<file path="src/rtl/pipe_wb_regfile.sv">
// Write-back select and 32x32 register file with a sequential post-reset scrub.
// Optional WB-to-ID write-through forwarding is compiled in with RF_WB_BYPASS_EN.
module pipe_wb_regfile #(
    parameter int unsigned NREG = 32,
    parameter int unsigned DW   = 32
) (
    input  logic          clk,
    input  logic          clr,
    input  logic          wwreg,
    input  logic          wm2reg,
    input  logic [DW-1:0] wmo,
    input  logic [DW-1:0] walu,
    input  logic [4:0]    wrn,
    input  logic [4:0]    rna,
    input  logic [4:0]    rnb,
    output logic [DW-1:0] qa,
    output logic [DW-1:0] qb,
    output logic [DW-1:0] wdi,
    output logic          busy
);

    typedef enum logic {StIdle, StScrub} state_e;

    state_e        r_state;
    logic [4:0]    r_sidx;
    logic          r_busy;
    logic [DW-1:0] r_regs [NREG];

    logic          w_we;
    logic [4:0]    w_waddr;
    logic [DW-1:0] w_wdata;

    assign wdi  = wm2reg ? wmo : walu;
    assign busy = r_busy;

    always_ff @(posedge clk) begin
        if (clr) begin
            r_state <= StScrub;
            r_sidx  <= '0;
            r_busy  <= 1'b1;
        end else begin
            case (r_state)
                StScrub: begin
                    r_sidx <= r_sidx + 5'd1;
                    if (r_sidx == 5'(NREG - 1)) begin
                        r_state <= StIdle;
                        r_busy  <= 1'b0;
                    end
                end
                default: ;
            endcase
        end
    end

    // Scrub and commit share one write port; the scrub owns it while busy.
    assign w_we    = !clr && (r_busy || (wwreg && (wrn != 5'd0)));
    assign w_waddr = r_busy ? r_sidx : wrn;
    assign w_wdata = r_busy ? '0 : wdi;

    always_ff @(posedge clk) begin
        if (w_we) begin
            r_regs[w_waddr] <= w_wdata;
        end
    end

`ifdef RF_WB_BYPASS_EN
    logic w_fwd;
    assign w_fwd = wwreg && (wrn != 5'd0);
`endif

    always_comb begin
        qa = '0;
        qb = '0;
        if (!r_busy) begin
            if (rna != 5'd0) begin
                qa = r_regs[rna];
            end
            if (rnb != 5'd0) begin
                qb = r_regs[rnb];
            end
`ifdef RF_WB_BYPASS_EN
            if (w_fwd && (rna == wrn)) begin
                qa = wdi;
            end
            if (w_fwd && (rnb == wrn)) begin
                qb = wdi;
            end
`endif
        end
    end

endmodule

</file>
<file path="config.mk">
export PLATFORM = sky130hd
export DESIGN_NAME = pipe_wb_regfile
export DESIGN_NICKNAME = d
export VERILOG_FILES = /design/src/rtl/pipe_wb_regfile.sv
export SDC_FILE = /design/constraint.sdc
export NUM_CORES = 1
export LEC_CHECK = 0
export BUFFER_PORTS_ARGS = -buffer_cell sky130_fd_sc_hd__buf_2
export CAP_MARGIN = 0
export CORE_UTILIZATION = 32
export CTS_BUF_LIST = sky130_fd_sc_hd__clkbuf_4
export DETAILED_ROUTE_END_ITERATION = 7
export MAX_ROUTING_LAYER = met4
export REMOVE_ABC_BUFFERS = 1
export SYNTH_ARGS = -nofsm -noshare
export SYNTH_HDL_FRONTEND = slang
export SYNTH_SLANG_ARGS = --single-unit
</file>
<file path="constraint.sdc">
create_clock -name clk -period 3.6 [get_ports clk]
set_input_delay 1.08 -clock clk [delete_from_list [all_inputs] [get_ports clk]]
set_output_delay 1.08 -clock clk [all_outputs]
set_load 0.005 [all_outputs]
</file>
==> key figures <==
Outcome
  • Status: finished with violations
  • Violated checks: negative setup slack

Clocking
  • Hold_buf cts: 0
  • Clock buffer depth: 4
  • Worst-Skew Late Latency: ~1.2 ns
  • Clk pin slew, worst setup/hold paths: roughly 0.06 ns
  • CTS tree: built
  • Total CTS buffers: ~290
  • Root buf cell: clkbuf_4
  • CTS sink cnt: just over 1000
  • H-tree depth: 5

Job
  • Max_cap viols: 0

Floorplan
  • Die Wd: slightly below 400 um
  • I/O pin cnt: between 150 and 200
  • Initial Util: approximately a third
  • Core area: 150000 um^2
  • Die area: approximately 150000 um^2
  • Core Rows: roughly 140
  • Die Y: 390 um

Logic synthesis
  • Netlist Area Pre-Place: between 40000 and 50000 um^2
  • Mapped Cells: 2317
  • Syn Area/Cell: about 21 um^2
  • Seq cells post-synth: around 1000
  • Post-synth EDFFs: 1024
  • Netlist cell types: 44
  • Dominant synthesized flop cell: edfxtp_1
  • Async SR Flop Fraction: 0%
  • Ys Warns: 0
  • Post-synthesis sequential area ratio: between 60% and 70%

Setup path
  • CP most frequent cell: buf_12
  • FF-to-FF Start: busy$_SDFFE_PP1P_
  • CP arrival: between 3 and 4 ns
  • FF-to-FF End: r_regs[15][9]$_DFFE_PP_
  • Classification of the worst setup path: reg -> out
  • Top delay family on crit path: simple AND/OR/NAND/NOR gates
  • Worst-path maximum fanout: 8
  • CP max stage cell: or4_4
  • Largest stage delay, worst path: between 0.5 and 0.6 ns
  • Worst Setup End Kind: output port
  • Flop2flop setup slack: roughly 0.58 ns
  • Sequence of cells on the critical path: or4_4, buf_12, buf_12, o22a_1, o221ai_4, buf_2
  • CP Data Required Time: roughly 2.5 ns
  • Reg2Reg Depth: 5
  • Buf/Inv on CP: 3
  • Startpoint Class: flip-flop

STA
  • Worst hold slack: 0.215 ns
  • RSZ-0062 raised after global routing: yes
  • Fmax: roughly 240 MHz
  • Final period util: 114%
  • Slew HR: under 10%
  • Worst-Margin Slew: between 1 and 1.5 ns
  • Final worst slack: -0.495 ns
  • Final critical-path required period: about 4.1 ns
  • Slew Limit Fails: 0
  • Fin. Hold Viols: 0
  • Final setup fails: 64
  • Clock Skew: 0.0766 ns

Global routing
  • Largest net degree at the start of global routing: 35
  • Global-route usage over all layers: a little over a fifth
  • GRT overflow: 0
  • Antenna violations before repair: 5
  • First-pass GRT wire length: around 220000 um
  • Vias in the first global route: between 30000 and 40000

Drt
  • Final ANT Viol Nets: 0
  • WL final: ~160000 um
  • DR pass1 iterations: 5
  • Post-DR vias/cell: ~5.6
  • Remaining DRCs: 0
  • DR vias: about 29000
  • DR iter-0 viols: between 3000 and 4000
  • Drt wl/cell: ~30 um

Placement
  • Routability cong.: 0.840
  • Place WS: -0.690 ns
  • PortBufs: around 180
  • Dpl hpwl: slightly above 90000 um

Finish
  • Share of cells above drive strength 1: 52.7%
  • Filler instances: 13500
  • Final #Nets: approximately 3000
  • Area grow syn2layout: 24.5%

Power and ir drop
  • P per Cell Area: between 400 and 500 nW/um^2
  • Maximum vdd drop: roughly 0.33 mV
  • Leak pwr: approximately 0.02 uW

Worst hold path
  • Min-Delay Path Depth: 2
  • Hold EP: r_sidx[4]$_SDFFE_PP0P_
  • Worst Hold Class: in -> reg
  • Worst Min Path Start: clr
-- power breakdown --
group / leakage, uW / switching [uW] / internal, uW
Combinational: 0.00889 / 963 / 1040
Clock: 0.00195 / 4800 / 5100
Sequential: 0.00957 / 35.3 / 13100
-- sequential cells by signal, summed over array words and instances (netlist names) --
| register | cells |
|---|---|
| r_state | 1 |
| busy | 1 |
| r_regs | 1024 |
| r_sidx | 5 |
-- layout make-up --
type,count,area [um^2],area share [%]
Multi-Input combinational cell,1097,17800,29.7
Inverter,4,15.0,0.0250
Clock inverter,61,288,0.479
Antenna cell,10,25.0,0.0417
Tap cell,2016,2520,4.20
Timing Repair Buffer,532,5520,9.20
Clock buffer,390,2930,4.88
Sequential cell,1031,30900,51.5
-- through the flow --
| stage | setup TNS [ns] | utilization [%] | cells | cell area [um^2] | total power (uW) |
|---|---|---|---|---|---|
| after floorplan | -8.75 | - | 2132 | 47300 | 14300 |
| after global placement | -31.01 | 36.6 | 4630 | 54700 | 15300 |
| after detailed placement | -31.53 | 36.6 | 4630 | 54700 | 15300 |
| after CTS | -33.60 | 39.6 | 5103 | 59200 | 25200 |
| after global routing | -32.39 | 40.1 | 5138 | 60000 | 25900 |
| final | -25.52 | 40.1 | 5141 | 60000 | 25000 |
-- synth_stat cells (all sizes together), types with 2 or more instances --
cell type / n / share of area, %
a2111oi: 6 / 0.19
or3b: 2 / 0.036
clkbuf: 58 / 0.45
a21oi: 13 / 0.13
nor2: 39 / 0.30
nor3: 3 / 0.031
buf: 127 / 1.4
dfxtp: 7 / 0.29
xnor2: 3 / 0.055
nor2b: 41 / 0.53
mux2i: 265 / 5.5
o22a: 58 / 1.1
mux4: 500 / 23
o21ai: 2 / 0.021
mux2: 33 / 0.77
a31oi: 6 / 0.078
edfxtp: 1024 / 64
inv: 4 / 0.031
o32ai: 3 / 0.055
nand3b: 3 / 0.047
nand2: 22 / 0.17
a21o: 8 / 0.12
ha: 2 / 0.052
a22oi: 6 / 0.093
nand2b: 4 / 0.052
a22o: 6 / 0.11
o221ai: 58 / 1.1
-- placed cells by master, fill, tap and decap left out, drive strengths merged, types with 3 or more instances in the layout --
cell and n:
diode 10, nor3 3, a31oi 6, inv 11
clkbuf 395, mux2 33, o221ai 58, edfxtp 1024
o22a 58, nor2 39, mux2i 265, a22o 6
a21oi 13, dfxtp 7, nand2b 4, nand2 22
nand3b 3, a21o 8, nor2b 41, clkinv 52
buf 526, a2111oi 6, mux4 500, a22oi 6
o32ai 3, xnor2 3
-- worst max path at each step --
stage / start / cells after the start / slack (ns) / end
final: busy$_SDFFE_PP1P_ / 6 / -0.50 / qa[2]
after global routing: busy$_SDFFE_PP1P_ / 6 / -0.59 / qa[8]
after CTS: busy$_SDFFE_PP1P_ / 6 / -0.59 / qa[17]
after detailed placement: rna[0] / 8 / -0.69 / qa[8]
after global placement: rna[0] / 8 / -0.65 / qa[3]
after floorplan: rnb[0] / 3 / -0.12 / qb[0]
-- timing repair --
| action | in CTS | in global routing |
|---|---|---|
| cloned | 6 | 4 |
| buffers inserted | 18 | 27 |
| gates resized for setup | 139 | 91 |
| setup endpoints to repair | 65 | 65 |
| pin swaps | 55 | 38 |
-- cell families after synthesis --
group	after synthesis	share of synthesized area [%]
xor gates and xnor gates	3	0.0545
AOI/OAI and AO/OA	171	3.00
adders and majority gates	2	0.0519
buffers and inverters	189	1.89
DFF	1031	64.1
muxes	798	29.6
and+or+nand+nor	123	1.31
-- per-layer routing --
metal / vias to the layer above / wire length [um] / GRT usage, %
met5: - / 0 / -
met4: 0 / 5100 / 7.89
met3: 332 / 12200 / 3.79
met2: 1558 / 76000 / 32.5
met1: 15500 / 62800 / 27.1
li1: 11600 / - / -
Note: power is estimated with default switching activity, not from simulation.
